## src/rtl/approx_adder_error_monitor.sv

```systemverilog
// approx_adder_error_monitor
// On-chip error checker for an approximate adder under test. Samples arrive
// over a valid/ready interface; the exact sum is recomputed internally and
// error statistics are accumulated for ER / MED / MRED / NMED derivation.
//
// Optional build macro: APPROX_MON_COUT_CHECK_EN
//   Adds co_err_count, counting samples whose carry-out differs from the
//   exact carry (x+y)[N]. Without it s_cout is unused.
//
// state | meaning
// IDLE  | waiting for start, no run active
// RUN   | accepting samples until target reached
// DRAIN | no more samples accepted, pipeline emptying
// DONE  | results stable, start re-arms a new run

module approx_adder_error_monitor #(
    parameter int N     = 16,
    parameter int CNT_W = 32,
    parameter int ACC_W = 48
) (
    input  logic             clk,
    input  logic             rst,
    input  logic             start,
    input  logic [CNT_W-1:0] num_samples,
    input  logic             s_valid,
    output logic             s_ready,
    input  logic [N-1:0]     s_x,
    input  logic [N-1:0]     s_y,
    input  logic [N-1:0]     s_sum,
    input  logic             s_cout,
    output logic             busy,
    output logic             done,
    output logic [CNT_W-1:0] sample_count,
    output logic [CNT_W-1:0] err_count,
    output logic [ACC_W-1:0] sum_ed,
    output logic [N-1:0]     max_ed,
`ifdef APPROX_MON_COUT_CHECK_EN
    output logic [CNT_W-1:0] co_err_count,
`endif
    output logic [CNT_W-1:0] zero_count
);

    typedef enum logic [1:0] {
        IDLE  = 2'd0,
        RUN   = 2'd1,
        DRAIN = 2'd2,
        DONE  = 2'd3
    } state_t;

    state_t state_q, state_d;

    logic [CNT_W-1:0] target_q;
    logic [CNT_W-1:0] accepted_q;

    logic             s1_valid_q;
    logic [N-1:0]     s1_x_q, s1_y_q, s1_sum_q;
    logic             s1_cout_q;

    logic             s2_valid_q;
    logic [N-1:0]     s2_ed_q;
    logic             s2_zero_q;
    logic             s2_co_mis_q;

    logic [CNT_W-1:0] sample_count_q, err_count_q, zero_count_q, co_err_count_q;
    logic [ACC_W-1:0] sum_ed_q;
    logic [N-1:0]     max_ed_q;

    logic             hs;
    logic             start_clr;
    logic             last_hs;
    logic [N:0]       exact_full;
    logic [N-1:0]     exact;
    logic [N-1:0]     ed;
    logic             co_mis;
    logic [ACC_W:0]   sum_ed_ext;

    // start only counts when no run is active; a pulse while busy is dropped
    assign start_clr  = start && ((state_q == IDLE) || (state_q == DONE));
    assign hs         = s_valid && s_ready;
    assign last_hs    = hs && ((accepted_q + CNT_W'(1)) == target_q);

    // stage-2 arithmetic on stage-1 registers
    assign exact_full = {1'b0, s1_x_q} + {1'b0, s1_y_q};
    assign exact      = exact_full[N-1:0];
    assign ed         = (s1_sum_q >= exact) ? (s1_sum_q - exact) : (exact - s1_sum_q);
    assign co_mis     = s1_cout_q ^ exact_full[N];
    assign sum_ed_ext = {1'b0, sum_ed_q} + {{(ACC_W+1-N){1'b0}}, s2_ed_q};

    // state register
    always_ff @(posedge clk) begin
        if (rst) state_q <= IDLE;
        else     state_q <= state_d;
    end

    // next-state logic
    always_comb begin
        state_d = state_q;
        case (state_q)
            IDLE, DONE: begin
                if (start) state_d = (num_samples == '0) ? DONE : RUN;
            end
            RUN: begin
                if (last_hs) state_d = DRAIN;
            end
            DRAIN: begin
                if (!s1_valid_q && !s2_valid_q) state_d = DONE;
            end
            default: state_d = IDLE;
        endcase
    end

    // state-decoded outputs
    always_comb begin
        s_ready = 1'b0;
        busy    = 1'b0;
        done    = 1'b0;
        case (state_q)
            RUN:     begin s_ready = (accepted_q < target_q); busy = 1'b1; end
            DRAIN:   busy = 1'b1;
            DONE:    done = 1'b1;
            default: ;
        endcase
    end

    // run target and accepted-sample counter
    always_ff @(posedge clk) begin
        if (rst) begin
            target_q   <= '0;
            accepted_q <= '0;
        end else if (start_clr) begin
            target_q   <= num_samples;
            accepted_q <= '0;
        end else if (hs) begin
            accepted_q <= accepted_q + CNT_W'(1);
        end
    end

    // stage 1: capture the handshaken sample
    always_ff @(posedge clk) begin
        if (rst) begin
            s1_valid_q <= 1'b0;
            s1_x_q     <= '0;
            s1_y_q     <= '0;
            s1_sum_q   <= '0;
            s1_cout_q  <= 1'b0;
        end else begin
            s1_valid_q <= hs;
            if (hs) begin
                s1_x_q    <= s_x;
                s1_y_q    <= s_y;
                s1_sum_q  <= s_sum;
                s1_cout_q <= s_cout;
            end
        end
    end

    // stage 2: register error distance and per-sample flags
    always_ff @(posedge clk) begin
        if (rst) begin
            s2_valid_q  <= 1'b0;
            s2_ed_q     <= '0;
            s2_zero_q   <= 1'b0;
            s2_co_mis_q <= 1'b0;
        end else begin
            s2_valid_q <= s1_valid_q;
            if (s1_valid_q) begin
                s2_ed_q     <= ed;
                s2_zero_q   <= (exact == '0);
                s2_co_mis_q <= co_mis;
            end
        end
    end

    // accumulators, cleared at the start of each run
    always_ff @(posedge clk) begin
        if (rst || start_clr) begin
            sample_count_q <= '0;
            err_count_q    <= '0;
            zero_count_q   <= '0;
            co_err_count_q <= '0;
            sum_ed_q       <= '0;
            max_ed_q       <= '0;
        end else if (s2_valid_q) begin
            sample_count_q <= sample_count_q + CNT_W'(1);
            if (s2_ed_q != '0) err_count_q <= err_count_q + CNT_W'(1);
            if (s2_zero_q)     zero_count_q <= zero_count_q + CNT_W'(1);
            if (s2_co_mis_q)   co_err_count_q <= co_err_count_q + CNT_W'(1);
            sum_ed_q <= sum_ed_ext[ACC_W] ? {ACC_W{1'b1}} : sum_ed_ext[ACC_W-1:0];
            if (s2_ed_q > max_ed_q) max_ed_q <= s2_ed_q;
        end
    end

    assign sample_count = sample_count_q;
    assign err_count    = err_count_q;
    assign zero_count   = zero_count_q;
    assign sum_ed       = sum_ed_q;
    assign max_ed       = max_ed_q;

`ifdef APPROX_MON_COUT_CHECK_EN
    assign co_err_count = co_err_count_q;
`else
    // carry tracking is built but has no observer in this configuration
    logic unused_cout;
    assign unused_cout = ^co_err_count_q;
`endif

endmodule

```

## config.mk

```make
export PLATFORM = sky130hd
export DESIGN_NAME = approx_adder_error_monitor
export DESIGN_NICKNAME = d
export VERILOG_FILES = /design/src/rtl/approx_adder_error_monitor.sv
export SDC_FILE = /design/constraint.sdc
export NUM_CORES = 1
export LEC_CHECK = 0
export CORE_UTILIZATION = 42
export CTS_CLUSTER_SIZE = 25
export DETAILED_ROUTE_END_ITERATION = 16
export PLACE_DENSITY = 0.78
export SLEW_MARGIN = 20
export SYNTH_ARGS = -nofsm -noshare
export SYNTH_HDL_FRONTEND = slang
export SYNTH_SLANG_ARGS = --single-unit
```

## constraint.sdc

```tcl
create_clock -name clk -period 4.7 [get_ports clk]
set_clock_uncertainty 0.15 [all_clocks]
set_input_delay 1.175 -clock clk [delete_from_list [all_inputs] [get_ports clk]]
set_output_delay 1.175 -clock clk [all_outputs]
set_load 0.005 [all_outputs]
```

==> impl_metrics.env <==
export IMPL_drtIter0Drc=911
export IMPL_layout_common_cells="dfxtp_1 (288), clkdlybuf4s50_1 (245), nor2_1 (243)"
export IMPL_rr_worst_depth=22
export IMPL_routedWlPerCell_um=16.4
export IMPL_finalWirelength_mm=47.4
export IMPL_slew_headroom_pct=43.1
export IMPL_drv_slew=0
export IMPL_yosysSeqAreaShare_pct=34.3
export IMPL_crit_path_max_fanout=10
export IMPL_grt_pass1_vias=15500
export IMPL_place_ws_ns=-0.0342
export IMPL_dieHeight_um=204
export IMPL_drc=0
export IMPL_fin_crit_sh_pct=95.8
export IMPL_max_cap_violations=0
export IMPL_layout_nets=2546
export IMPL_setup_ws_ns=0.199
export IMPL_area_delta_synth_final_pct=26.4
export IMPL_dp_cells=2821
export IMPL_avgSynthCellArea_um2=8.13
export IMPL_htreeDepth=2
export IMPL_grt_antenna_before_repair=0
export IMPL_hold_depth=2
export IMPL_hold_viol_final=0
export IMPL_root_buffer="clkbuf_16"
export IMPL_vdd_drop_max_v=0.000315
export IMPL_critPathLaunchType="register"
export IMPL_grt_max_degree=68
export IMPL_fmaxAchievable_mhz=222
export IMPL_arrival_ns=4.79
export IMPL_cts_tree="yes"
export IMPL_grt_first_pass_wirelength_mm=75.8
export IMPL_clkSinkCount=293
export IMPL_syn_inst=2107
export IMPL_post_route_min_period_ns=4.50
export IMPL_ys_types=85
export IMPL_hp_class="reg2reg"
export IMPL_power_density_nw_per_um2=437
export IMPL_rows=73
export IMPL_setup_violations=0
export IMPL_synth_ff_type="dfxtp_1"
export IMPL_ys_seq_elements=293
export IMPL_status="finished clean"
export IMPL_synthesis_area_um2=17100
export IMPL_end_kind="register"
export IMPL_io_pins=248
export IMPL_clockBufferDepth=3
export IMPL_grt_use_total_pct=22.1
export IMPL_synth_edf_count=0
export IMPL_core_area_um2=40000
export IMPL_grt_overflow_total=0
export IMPL_die_area_um2=41600
export IMPL_layout_commonest_cell="dfxtp_1"
export IMPL_final_cells=2892
export IMPL_vias_per_cell=5.51
export IMPL_p_leak_nw=8.10
export IMPL_synthTopCellsByArea="dfxtp_1 (34%), ha_1 (8.5%), xnor2_1 (5.8%), nor2_1 (5.4%), xor2_1 (5.1%)"
export IMPL_utilization_pct=54.1
export IMPL_gp_congestion=0.897
export IMPL_synth_top_area_cell="dfxtp_1"
export IMPL_firstDrtPassIters=5
export IMPL_die_w_um=204
export IMPL_cts_inserted_buffers=35
export IMPL_clkLatencyLatePin_ns=0.55
export IMPL_clk_pin_slew_ns=0.06
export IMPL_antenna_left=0
export IMPL_reg2reg_slack_ns=0.20
export IMPL_portBuffers=246
export IMPL_critPathKind="reg2reg"
export IMPL_worstPathRequired_ns=4.99
export IMPL_synth_warnings=0
export IMPL_tns_ns=0
export IMPL_synthesis_nets=2312
export IMPL_tightest_slew_ns=0.854
export IMPL_initial_utilization_pct=42.8
export IMPL_async_flop_share_pct=0
export IMPL_drive_gt1_share_pct=7.35
export IMPL_synth_top_area_share_pct=34.3
export IMPL_vias=15900
export IMPL_dp_hpwl_mm=35.2
==> sequential cells by signal, indices dropped and copies added, names as in the netlist <==
name and count:
sum_ed 48, accepted_q 32, sample_count 32, s2_valid_q 1, max_ed 16, s2_ed_q 16, s1_valid_q 1, err_count 32
s2_zero_q 1, s1_y_q 16, state_q 2, zero_count 32, s1_x_q 16, target_q 32, s1_sum_q 16
==> cell families (layout without fill, tap and decap cells) <==
| group | Yosys count | in the layout | synth area share, % |
|---|---|---|---|
| adders and majority gates | 120 | 120 | 8.94 |
| DFF | 293 | 293 | 34.3 |
| buffers and inverters | 213 | 472 | 5.03 |
| other | 0 | 1 | 0 |
| muxes | 52 | 52 | 3.05 |
| xor gates and xnor gates | 214 | 214 | 10.9 |
| AOI/OAI and AO/OA | 398 | 398 | 14.6 |
| and+or+nand+nor | 817 | 817 | 23.1 |
==> Yosys cell counts, types with 20 or more instances <==
| master | count |
|---|---|
| nand3_1 | 89 |
| mux2i_1 | 50 |
| nor4_1 | 28 |
| a21oi_1 | 160 |
| nor2_1 | 245 |
| nand2_1 | 208 |
| a21o_1 | 22 |
| nor3_1 | 37 |
| and3_1 | 49 |
| clkbuf_1 | 62 |
| buf_2 | 23 |
| xor2_1 | 100 |
| nand4_1 | 51 |
| and4_1 | 20 |
| o31ai_1 | 20 |
| inv_1 | 114 |
| o21ai_0 | 63 |
| xnor2_1 | 114 |
| dfxtp_1 | 293 |
| ha_1 | 116 |
==> through the flow <==
stage | area, µm² | hold slack (ns) | total power, W
after floorplan | 17100 | 0.291 | 0.00541
after global placement | 20200 | 0.315 | 0.00640
after detailed placement | 20200 | 0.313 | 0.00648
after CTS | 21400 | 0.324 | 0.00939
after global routing | 21600 | 0.346 | 0.0100
final | 21600 | 0.320 | 0.00947
==> worst paths after layout <==
check	start	endpoint
worst max-delay path	s1_x_q[0]$_SDFFE_PP0P_	s2_ed_q[6]$_SDFFE_PP0P_
worst min register to register	target_q[0]$_SDFFE_PP0P_	target_q[0]$_SDFFE_PP0P_
worst min-delay path	target_q[0]$_SDFFE_PP0P_	target_q[0]$_SDFFE_PP0P_
worst max register to register	s1_x_q[0]$_SDFFE_PP0P_	s2_ed_q[6]$_SDFFE_PP0P_
==> layer usage <==
metal / vias up / part of all wire, % / global-route usage, %
met5: - / 0 / 0
met2: 460 / 48 / 38.8
met3: 88 / 6.4 / 4.05
li1: 7817 / - / -
met4: 0 / 2.6 / 7.89
met1: 7580 / 43 / 26.7
==> final cells by class <==
cell class | instances | area (µm²)
fill | 3607 | 18400
multi-input combinational | 1601 | 10600
sequential | 293 | 5870
timing repair buffer | 294 | 2850
clock buffer | 51 | 1060
tap | 525 | 657
inverter | 116 | 435
clock inverter | 11 | 163
antenna | 1 | 2.50
==> power by group <==
part / switching (W) / internal, W
registers: 0.000176 / 0.00265
logic: 0.00214 / 0.00162
clock network: 0.00110 / 0.00178
total: 0.00341 / 0.00605
==> repair_timing <==
item / 4_1_cts / 5_1_grt
setup endpoints to repair: 1 / 12
resized for setup: 2 / 38
setup buffers: 1 / 7
hold buffers: 0 / 0
endpoints found under the hold margin: 0 / 0
pin swaps: 2 / 31
==> critical path: stages, from the launching register on <==
cell and delay [ns]:
dfxtp_1 0.34, ha_4 0.17, fa_2 0.41, a21oi_2 0.18
o22ai_2 0.11, o21ai_2 0.21, o21ai_2 0.11, a21oi_2 0.14
o21bai_1 0.08, xnor2_1 0.25, inv_1 0.12, ha_4 0.29
nand2_1 0.06, o21ai_2 0.25, a2111oi_4 0.06, buf_4 0.16
buf_4 0.12, o21ai_1 0.16, buf_4 0.20, nor3_1 0.06
o21bai_1 0.16, or3_1 0.35, a32o_1 0.24
(Power assumes the default switching activity.)
